$ cat src/rtl/ofm_writer_if.sv
// ----------------------------------------------------------------------------
// ofm_writer_if
// Result stream from the PE array into the OFM writer (valid/ready).
//   res_valid : producer has a result word
//   res_data  : result word (DATA_W bits)
//   res_ready : writer accepts res_data this cycle
// Modports: master = PE result producer, slave = ofm_writer.
// ----------------------------------------------------------------------------
interface ofm_writer_if #(
    parameter int DATA_W = 32
);
    logic              res_valid;
    logic [DATA_W-1:0] res_data;
    logic              res_ready;

    modport master (
        output res_valid,
        output res_data,
        input  res_ready
    );

    modport slave (
        input  res_valid,
        input  res_data,
        output res_ready
    );
endinterface

$ cat src/rtl/ofm_writer.sv
// ----------------------------------------------------------------------------
// ofm_writer
// Buffers the PE result stream in a small FIFO and drives the layer OFM
// store write port (adr/in/we) with sequential addresses from a base.
// When every word of the layer has been issued it raises the level
// done/number pair the store waits on before dumping its file.
//
// Ports:
//   clk, rst_n          clock, asynchronous active-low reset
//   start               1-cycle pulse, sampled only in IDLE/DONE
//   base_adr            first write address (latched on start)
//   word_cnt            words to write this layer (latched on start)
//   layer_num           layer index, reported on number when done
//   res                 result stream (ofm_writer_if.slave)
//   mem_hold            store busy: no write issues while high
//   adr / in / we       registered store write port
//   done / number       level completion flag and latched layer index
//   busy                high while a layer is running
//   err_overrun         sticky: an out-of-range write was suppressed
//
// Configuration macro OFM_WR_RELU_EN: when defined, words with MSB set
// (signed negative) are replaced by zero on their way to the store.
// ----------------------------------------------------------------------------
module ofm_writer #(
    parameter int DATA_W     = 32,
    parameter int ADR_W      = 32,
    parameter int FIFO_DEPTH = 4,
    parameter int MEM_WORDS  = 512
) (
    input  logic              clk,
    input  logic              rst_n,
    input  logic              start,
    input  logic [ADR_W-1:0]  base_adr,
    input  logic [31:0]       word_cnt,
    input  logic [31:0]       layer_num,
    ofm_writer_if.slave       res,
    input  logic              mem_hold,
    output logic [ADR_W-1:0]  adr,
    output logic [DATA_W-1:0] in,
    output logic              we,
    output logic              done,
    output logic [31:0]       number,
    output logic              busy,
    output logic              err_overrun
);

    localparam int PTR_W = $clog2(FIFO_DEPTH);
    // Extra bit so addresses equal to 2^ADR_W-1 still compare correctly.
    localparam logic [ADR_W:0] MEM_LIMIT = (ADR_W+1)'(MEM_WORDS);

    typedef enum logic [1:0] {
        ST_IDLE = 2'd0,
        ST_RUN  = 2'd1,
        ST_DONE = 2'd2
    } state_t;

    state_t            state_r;
    logic [ADR_W-1:0]  base_r;
    logic [31:0]       count_r;
    logic [31:0]       layer_r;
    logic [31:0]       acc_cnt_r;
    logic [31:0]       wr_cnt_r;
    logic [DATA_W-1:0] fifo_mem_r [FIFO_DEPTH];
    // Pointers carry one wrap bit to tell full from empty.
    logic [PTR_W:0]    wr_ptr_r;
    logic [PTR_W:0]    rd_ptr_r;

    logic              fifo_full_s;
    logic              fifo_empty_s;
    logic              res_ready_s;
    logic              push_s;
    logic              pop_s;
    logic [DATA_W-1:0] head_raw_s;
    logic [DATA_W-1:0] head_s;
    logic [ADR_W-1:0]  wr_adr_s;
    logic              in_range_s;
    logic              done_cond_s;

    // FIFO status, handshake, pop decision and write address generation.
    always_comb begin
        fifo_empty_s = (wr_ptr_r == rd_ptr_r);
        fifo_full_s  = (wr_ptr_r[PTR_W] != rd_ptr_r[PTR_W]) &&
                       (wr_ptr_r[PTR_W-1:0] == rd_ptr_r[PTR_W-1:0]);

        if (state_r == ST_RUN) begin
            res_ready_s = !fifo_full_s && (acc_cnt_r < count_r);
            pop_s       = !fifo_empty_s && !mem_hold;
        end else begin
            res_ready_s = 1'b0;
            pop_s       = 1'b0;
        end
        push_s = res.res_valid && res_ready_s;

        head_raw_s = fifo_mem_r[rd_ptr_r[PTR_W-1:0]];
`ifdef OFM_WR_RELU_EN
        if (head_raw_s[DATA_W-1]) begin
            head_s = '0;
        end else begin
            head_s = head_raw_s;
        end
`else
        head_s = head_raw_s;
`endif

        // Address wraps modulo 2^ADR_W; range check happens after the wrap.
        wr_adr_s    = base_r + ADR_W'(wr_cnt_r);
        in_range_s  = ({1'b0, wr_adr_s} < MEM_LIMIT);
        done_cond_s = (wr_cnt_r == count_r) && fifo_empty_s;
    end

    assign res.res_ready = res_ready_s;

    // Layer FSM, result FIFO and registered store write port.
    always_ff @(posedge clk or negedge rst_n) begin
        if (!rst_n) begin
            state_r     <= ST_IDLE;
            base_r      <= '0;
            count_r     <= 32'd0;
            layer_r     <= 32'd0;
            acc_cnt_r   <= 32'd0;
            wr_cnt_r    <= 32'd0;
            wr_ptr_r    <= '0;
            rd_ptr_r    <= '0;
            for (int i = 0; i < FIFO_DEPTH; i++) begin
                fifo_mem_r[i] <= '0;
            end
            adr         <= '0;
            in          <= '0;
            we          <= 1'b0;
            done        <= 1'b0;
            number      <= 32'd0;
            busy        <= 1'b0;
            err_overrun <= 1'b0;
        end else begin
            we <= 1'b0;

            if (push_s) begin
                fifo_mem_r[wr_ptr_r[PTR_W-1:0]] <= res.res_data;
                wr_ptr_r  <= wr_ptr_r + (PTR_W+1)'(1);
                acc_cnt_r <= acc_cnt_r + 32'd1;
            end

            if (pop_s) begin
                rd_ptr_r <= rd_ptr_r + (PTR_W+1)'(1);
                wr_cnt_r <= wr_cnt_r + 32'd1;
                // Out-of-range words are consumed and counted but never written.
                if (in_range_s) begin
                    we  <= 1'b1;
                    in  <= head_s;
                    adr <= wr_adr_s;
                end else begin
                    err_overrun <= 1'b1;
                end
            end

            case (state_r)
                ST_IDLE, ST_DONE: begin
                    if (start) begin
                        base_r      <= base_adr;
                        count_r     <= word_cnt;
                        layer_r     <= layer_num;
                        acc_cnt_r   <= 32'd0;
                        wr_cnt_r    <= 32'd0;
                        wr_ptr_r    <= '0;
                        rd_ptr_r    <= '0;
                        err_overrun <= 1'b0;
                        if (word_cnt != 32'd0) begin
                            state_r <= ST_RUN;
                            done    <= 1'b0;
                            busy    <= 1'b1;
                        end else begin
                            state_r <= ST_DONE;
                            done    <= 1'b1;
                            number  <= layer_num;
                            busy    <= 1'b0;
                        end
                    end else begin
                        state_r <= state_r;
                    end
                end
                ST_RUN: begin
                    // start is deliberately ignored while a layer is running.
                    if (done_cond_s) begin
                        state_r <= ST_DONE;
                        done    <= 1'b1;
                        number  <= layer_r;
                        busy    <= 1'b0;
                    end else begin
                        state_r <= ST_RUN;
                    end
                end
                default: begin
                    state_r <= ST_IDLE;
                    done    <= 1'b0;
                    busy    <= 1'b0;
                end
            endcase
        end
    end

endmodule
$ cat src/flat_wrapper.sv
// flat-port wrapper written by rule: the top's interface ports become plain ports
module ofm_writer_flat 
#(
    parameter int DATA_W     = 32,
    parameter int ADR_W      = 32,
    parameter int FIFO_DEPTH = 4,
    parameter int MEM_WORDS  = 512
)
  (clk, rst_n, start, base_adr, word_cnt, layer_num, mem_hold, adr, in, we, done, number, busy, err_overrun, res_res_valid, res_res_data, res_res_ready);
  ofm_writer_if #(.DATA_W(DATA_W)) res_i ();
  input  logic clk;
  input  logic rst_n;
  input  logic start;
  input  logic [ADR_W-1:0] base_adr;
  input  logic [31:0] word_cnt;
  input  logic [31:0] layer_num;
  input  logic mem_hold;
  output logic [ADR_W-1:0] adr;
  output logic [DATA_W-1:0] in;
  output logic we;
  output logic done;
  output logic [31:0] number;
  output logic busy;
  output logic err_overrun;
  input wire logic [$bits(res_i.res_valid)-1:0] res_res_valid;
  input wire logic [$bits(res_i.res_data)-1:0] res_res_data;
  output wire logic [$bits(res_i.res_ready)-1:0] res_res_ready;
  assign res_i.res_valid = res_res_valid;
  assign res_i.res_data = res_res_data;
  assign res_res_ready = res_i.res_ready;
  ofm_writer #(.DATA_W(DATA_W), .ADR_W(ADR_W), .FIFO_DEPTH(FIFO_DEPTH), .MEM_WORDS(MEM_WORDS)) u_core (.clk(clk), .rst_n(rst_n), .start(start), .base_adr(base_adr), .word_cnt(word_cnt), .layer_num(layer_num), .res(res_i), .mem_hold(mem_hold), .adr(adr), .in(in), .we(we), .done(done), .number(number), .busy(busy), .err_overrun(err_overrun));
endmodule
$ cat config.mk
export PLATFORM = sky130hd
export DESIGN_NAME = ofm_writer_flat
export DESIGN_NICKNAME = d
export VERILOG_FILES = /design/src/rtl/ofm_writer_if.sv /design/src/rtl/ofm_writer.sv /design/src/flat_wrapper.sv
export SDC_FILE = /design/constraint.sdc
export NUM_CORES = 1
export LEC_CHECK = 0
export CORE_MARGIN = 2
export CORE_UTILIZATION = 56
export CTS_BUF_LIST = sky130_fd_sc_hd__clkbuf_16
export CTS_CLUSTER_DIAMETER = 50
export DETAILED_ROUTE_END_ITERATION = 16
export PLACE_DENSITY = 0.8
export SLEW_MARGIN = 20
export SYNTH_ARGS = -nofsm -noshare
export SYNTH_HDL_FRONTEND = slang
export SYNTH_SLANG_ARGS = --single-unit
$ cat constraint.sdc
create_clock -name clk -period 5.3 [get_ports clk]
set_input_delay 1.325 -clock clk [delete_from_list [all_inputs] [get_ports clk]]
set_output_delay 1.325 -clock clk [all_outputs]
set_load 0.005 [all_outputs]
Yosys cells after proc, flatten, opt, wreduce, memory -nomap -nowiden
Index checks and enable logic that the tools add are counted.
{ "word_totals": {"ff_bits": 396, "ramBits": 0, "mem_bits_ro": 0, "word_cells": 99, "in_bits": 133, "output_inout_bits": 101, "memories": 0, "latch_bits": 0} }
{ "classes": {"n_mux": 42, "div": 0, "order_cmp": 5, "n_reduce_logical": 17, "bitwise_logic": 2, "add_sub_neg": 5, "n_eq_ne": 9, "mul": 0, "shifts": 0} }
{ "ops": {"columns": ["operator", "n"], "rows": [
  ["2-to-1 mux 32 bit", 12],
  ["bitwise mux 128 bit", 1],
  ["adder 32 x 1 -> 32 bit, second input constant", 2],
  ["binary-select mux 32 bit (select 2 bit)", 1],
  ["demux 32 bit (select 2 bit)", 1],
  ["one-hot mux 32 bit (2 select lines)", 1],
  ["adder 32 bit", 1],
  ["equality test 32 bit", 1],
  ["less-than comparator 32 x 10 -> 1 bit, second input constant", 1],
  ["less-than comparator 32 bit", 1],
  ["nonzero test 32 bit", 1],
  ["2-to-1 mux 3 bit", 6],
  ["2-to-1 mux 1 bit", 14],
  ["adder 3 x 1 -> 3 bit, second input constant", 2],
  ["greater-or-equal comparator 3 bit, second input constant", 2],
  ["logical AND 1 bit", 6],
  ["2-to-1 mux 2 bit", 3],
  ["inverter 2 -> 3 bit", 2],
  ["AND reduction 2 bit", 3],
  ["!= test 2 bit, second input constant", 2],
  ["one-hot mux 1 bit (2 select lines)", 2],
  ["one-hot mux 2 bit (2 select lines)", 1],
  ["AND reduction 4 bit", 1],
  ["equality test 3 bit", 1],
  ["other kinds (10)", 12]
]} }

Longest topological paths before layout
{ "logic_depth": {"depth_word": 9, "depth_mapped": 14, "ltp_nobuf": 13} }

Least setup slack after synthesis
No wires, ideal clock.
{ "synth_timing": {"path_type": "flip-flop to flip-flop", "startpoint": "reg u_core.wr_cnt_r[0]", "endpoint": "reg u_core.adr[4]", "synth_period_minus_slack_ps": 3680, "path_buffers": 1, "arrival_ps": 3553, "setup_slack_ps": 1620, "stages_incl_launch_ff": 15, "setup_ps": 127, "t_required_ps": 5173, "cell_sequence": "dfrtp_1 > ha_1 > inv_1 > fa_1 > nand2b_1 > a21oi_1 > o21bai_1 > a211oi_1 > nor2_1 > xnor2_1 > nor4_1 > nand4_1 > nor4_4 > buf_6 > mux2_1"} }
{ "synth_between": {"elab_chain_len": 3} }
{ "synth_lines": {"columns": ["item", "line", "rtl"], "rows": [
  ["start, declared", "ofm_writer.sv:62", "logic [31:0] wr_cnt_r;"],
  ["start signal, assigned", "ofm_writer.sv:145", "wr_cnt_r <= wr_cnt_r + 32'd1;"],
  ["adder 32 bit *", "ofm_writer.sv:106", "wr_adr_s = base_r + ADR_W'(wr_cnt_r);"],
  ["less-than comparator 32 x 10 -> 1 bit", "ofm_writer.sv:107", "in_range_s = ({1'b0, wr_adr_s} < MEM_LIMIT);"],
  ["AND reduction 2 bit (no line)", null, null],
  ["end signal, assigned", "ofm_writer.sv:150", "adr <= wr_adr_s;"],
  ["end, declared", "ofm_writer.sv:38", "output logic [ADR_W-1:0] adr,"]
]} }
Every way passes the cells marked *; elsewhere a longest branch is shown, timed or not.
A chain may end at the register's enable or synchronous reset.

Worst setup path after layout
{ "layout_timing": {"startpoint": "reg u_core.acc_cnt_r[17]", "endpoint": "out res_res_ready"} }
{ "layout_between": {"elab_chain_len": 3} }
{ "layout_lines": {"columns": ["item", "line", "rtl"], "rows": [
  ["start, declared", "ofm_writer.sv:61", "logic [31:0] acc_cnt_r;"],
  ["start signal, assigned", "ofm_writer.sv:140", "acc_cnt_r <= acc_cnt_r + 32'd1;"],
  ["less-than comparator 32 bit", "ofm_writer.sv:86", "res_ready_s = !fifo_full_s && (acc_cnt_r < count_r);"],
  ["logical AND 1 bit", "ofm_writer.sv:86", null],
  ["2-to-1 mux 1 bit", "ofm_writer.sv:85", "if (state_r == ST_RUN) begin"],
  ["end, declared", "flat_wrapper.sv:27", "output wire logic [$bits(res_i.res_ready)-1:0] res_res_ready;"]
]} }
Every way passes these cells.

==> tab_implementation.tex <==
\begin{tabular}{lr}
\hline
Metric & Value \\
\hline
\multicolumn{2}{l}{\textbf{Outcome}} \\
Run status & finished clean \\
\multicolumn{2}{l}{\textbf{STA}} \\
Relative slew margins & 0.275 \\
Worst slew pin tran & 1.09 ns \\
Setup repair after global routing missed its margin & false \\
Final setup violation count & 0 \\
Maximum clock rate & 0.202 GHz \\
Total negative slack for setup checks & 0 ns \\
Period utilization & 0.933 \\
Final Skew & 0.0326 ns \\
Number of hold violations in the final report & 0 \\
Min Tclk post-route & a little under 5 ns \\
Slack of the critical path & around 0.35 ns \\
Count of final max-slew check failures & 0 \\
\multicolumn{2}{l}{\textbf{Yosys}} \\
Ranking of synthesized cells by area & dfrtp\_1 51\%, mux2\_2 7.7\%, nand2\_1 6.6\%, ha\_1 4.4\%, mux4\_2 3.7\% \\
Portion of the post-synthesis area used by sequential elements & 0.507 \\
Number of warning messages in the yosys log & 0 \\
Post-Syn Instances & 1807 \\
Asr flop ratio synth & 1.00 \\
Flop and latch count out of synthesis & just under 400 \\
Cell area after synthesis & 19600 um\^{}2 \\
Number of flops mapped to enable cells by yosys & 0 \\
Post-synthesis cell type with the largest combined area & dfrtp\_1 \\
Proportion of netlist area held by the largest area contributor & 0.507 \\
Average footprint of a synthesized cell & 10.8 um\^{}2 \\
Most used standard cell by instance count after synthesis & dfrtp\_1 \\
Top cells by count, synth & 396 x dfrtp\_1, 342 x nand2\_1, 133 x mux2\_2, 94 x o21ai\_0, 76 x nor2\_1 \\
Post-synthesis net count & 2010 \\
Number of distinct library cells after synthesis & slightly above 60 \\
Most common flop cell mapped by yosys & dfrtp\_1 \\
\multicolumn{2}{l}{\textbf{Power}} \\
Leakage power figure & 11.1 nW \\
Areal power density over the cells & 482 nW/um\^{}2 \\
Peak supply drop & 0.392 mV \\
Total power & between 0.01 and 0.015 W \\
\multicolumn{2}{l}{\textbf{GRT}} \\
GR met1 Demand/Resource & 0.351 \\
Overall track demand over capacity in global routing & 0.273 \\
First-pass GRT wire length & slightly below 80000 um \\
Grt met2 use & 0.442 \\
Most crowded layer after global routing & met2 \\
Residual overflow from global routing & 0 \\
Number of antenna violations at the first check in global routing & 6 \\
Number of global-route vias before repair & 14700 \\
Met3 capacity usage during global routing & 0.0736 \\
Largest net degree at the start of global routing & 117 \\
\multicolumn{2}{l}{\textbf{Worst setup path}} \\
Critical path data arrival time & 3.62 ns \\
Endpoint kind of the worst setup timing path & primary output \\
Setup crit start kind & flop \\
R2R depth & 14 \\
Critical-path maximum fanout & 12 \\
Reg2reg end & u\_core.in[25] \\
Type of the worst setup path & reg -> out \\
Required arrival time at the worst endpoint & 3.97 ns \\
Launch point of the worst reg-to-reg path & u\_core.wr\_cnt\_r[0] \\
Flop2flop setup slack & 0.87 ns \\
\multicolumn{2}{l}{\textbf{Clock tree}} \\
Cts bufs inserted & 45 \\
CTS H-tree lvls & 2 \\
Worst-case clock buffer depth & 3 \\
TritonCTS clock tree & done \\
Skew-Pair Late Insertion Delay & 0.60 ns \\
\# resized after CTS & 0 \\
Root buffer selected by CTS & clkbuf\_16 \\
Clock Sink Count & $\sim$400 \\
Setup Buffers After CTS & 0 \\
Number of buffers inserted by hold repair at cts & 0 \\
Clock-pin slew on the worst setup and hold paths & 0.06 ns \\
\multicolumn{2}{l}{\textbf{Placed design}} \\
PortBufs & 233 \\
GP Congestion & 0.930 \\
Pre-CTS setup slack & 0.931 ns \\
Cell count after placement & 2423 \\
Final HPWL DP & $\sim$33000 um \\
\multicolumn{2}{l}{\textbf{Route}} \\
Average wire per cell in the routed design & 19.6 um \\
Router iterations before antenna repair & 5 \\
Wire length reported by the detailed router & slightly below 50000 um \\
1st-iter DRT viols & 996 \\
Total vias in the final route & 14600 \\
Post-route DRC & 0 \\
Avg Vias per Cell & around 5.8 \\
Post-route ant nets & 0 \\
\multicolumn{2}{l}{\textbf{Cells and area}} \\
Total Nets Final & 2218 \\
Number of cells in the finished layout apart from fillers & 2508 \\
Share of final-layout standard cells stronger than drive strength 1 & 0.131 \\
Area growth, synth to finish & 22.0\% \\
\multicolumn{2}{l}{\textbf{Worst hold path}} \\
Number of stages on the worst hold path & 2 \\
Endpoint with the worst hold slack & u\_core.layer\_r[4] \\
Min-delay src & u\_core.layer\_r[4] \\
Tightest Hold Check Type & reg -> reg \\
\multicolumn{2}{l}{\textbf{Floorplanning}} \\
Die Height & 191 um \\
Starting Density & 0.568 \\
Boundary pin count & 234 \\
Die area & 36400 um\^{}2 \\
Std-Cell Core Area & 34500 um\^{}2 \\
Number of core rows & 68 \\
Overall die width & 191 um \\
\multicolumn{2}{l}{\textbf{Run}} \\
Count of max-cap constraint violations & 0 \\
\hline
\end{tabular}
-- flip-flops by register name, summed over array words and instances, names as in the netlist --
signal,count
u_core.wr_ptr_r,3
u_core.fifo_mem_r,128
u_core.busy,1
u_core.state_r,2
u_core.adr,32
u_core.we,1
u_core.wr_cnt_r,32
u_core.err_overrun,1
u_core.count_r,32
u_core.number,32
u_core.rd_ptr_r,3
u_core.layer_r,32
u_core.acc_cnt_r,32
u_core.in,32
u_core.done,1
u_core.base_r,32
-- power by group --
group	leakage [nW]	internal (W)	switching [W]	total (W)
Combinational	5.22	0.00178	0.00192	0.00370
Sequential	5.14	0.00399	0.000586	0.00457
Clock	0.765	0.00188	0.00134	0.00322
-- how the worst max path moves through the flow --
stage,startpoint,endpoint,slack (ns),cells past startpoint
2_1_floorplan,u_core.wr_cnt_r[0],u_core.adr[4],1.62,14
3_3_place_gp,u_core.acc_cnt_r[17],res_res_ready,1.06,10
3_5_place_dp,u_core.wr_cnt_r[0],u_core.in[27],0.93,14
4_1_cts,u_core.acc_cnt_r[17],res_res_ready,0.36,10
5_1_grt,u_core.acc_cnt_r[17],res_res_ready,0.17,10
6_report,u_core.acc_cnt_r[17],res_res_ready,0.35,10
-- logic make-up (layout without fill, tap and decap cells) --
kind of cell	after synthesis	after routing	synth area share
xor gates and xnor gates	89	89	0.0399
muxes	242	242	0.155
buffers and inverters	133	375	0.0275
and+or+nand+nor	614	614	0.141
adders and majority gates	70	70	0.0452
AOI/OAI and AO/OA	263	263	0.0841
other	0	4	0
DFF	396	396	0.507
-- worst max-delay path, cell delays in order, from the launching register on --
cell             delay, ns
dfrtp_1               0.46
ha_1                  0.34
a21o_1                0.16
a21o_1                0.17
a21o_1                0.17
a21oi_1               0.12
o21ai_0               0.08
a21o_1                0.19
nand3_1               0.18
and2_1                0.51
clkdlybuf4s50_1       0.65
-- per-stage QoR --
stage | util | cell area (um^2) | hold slack [ns]
floorplan | - | 19600 | 0.445
global placement | 0.647 | 22300 | 0.456
detailed placement | 0.647 | 22300 | 0.462
CTS | 0.692 | 23800 | 0.478
global route | 0.692 | 23900 | 0.500
finish | 0.692 | 23900 | 0.476
-- metal layers --
| layer | vias up | routed length (um) |
|---|---|---|
| met5 | - | 33 |
| met4 | 4 | 1570 |
| met3 | 102 | 3960 |
| met2 | 477 | 23500 |
| met1 | 7202 | 20000 |
| li1 | 6787 | - |
-- final cells by class --
class                      instances  area, um^2
antenna                            4        10.0
clock buffer                      45        1130
clock inverter                    36         414
fill                            2493       10600
inverter                          44         165
multi-input combinational       1278        9150
sequential                       396        9910
tap                              455         569
timing repair buffer             250        2510
-- layout by cell type (no fill, tap or decap), drive strengths merged, types with 6 or more instances in the layout --
| master | count |
|---|---|
| dfrtp | 396 |
| nand2 | 342 |
| clkdlybuf4s50 | 232 |
| mux2 | 170 |
| o21ai | 96 |
| nor2 | 76 |
| ha | 69 |
| a21oi | 65 |
| inv | 54 |
| xor2 | 51 |
| nand3 | 45 |
| clkbuf | 45 |
| mux2i | 40 |
| xnor2 | 38 |
| nand4 | 37 |
| mux4 | 32 |
| nor2b | 28 |
| nand2b | 20 |
| a21o | 19 |
| buf | 18 |
| nor4 | 17 |
| clkinv | 17 |
| o31ai | 13 |
| o211ai | 12 |
| nor3 | 11 |
| or4 | 11 |
| o21a | 10 |
| and3 | 9 |
| or3 | 9 |
| o311ai | 7 |
| o41ai | 7 |
| a211oi | 7 |
| bufinv | 6 |
Note: power is estimated with default switching activity, not from simulation.
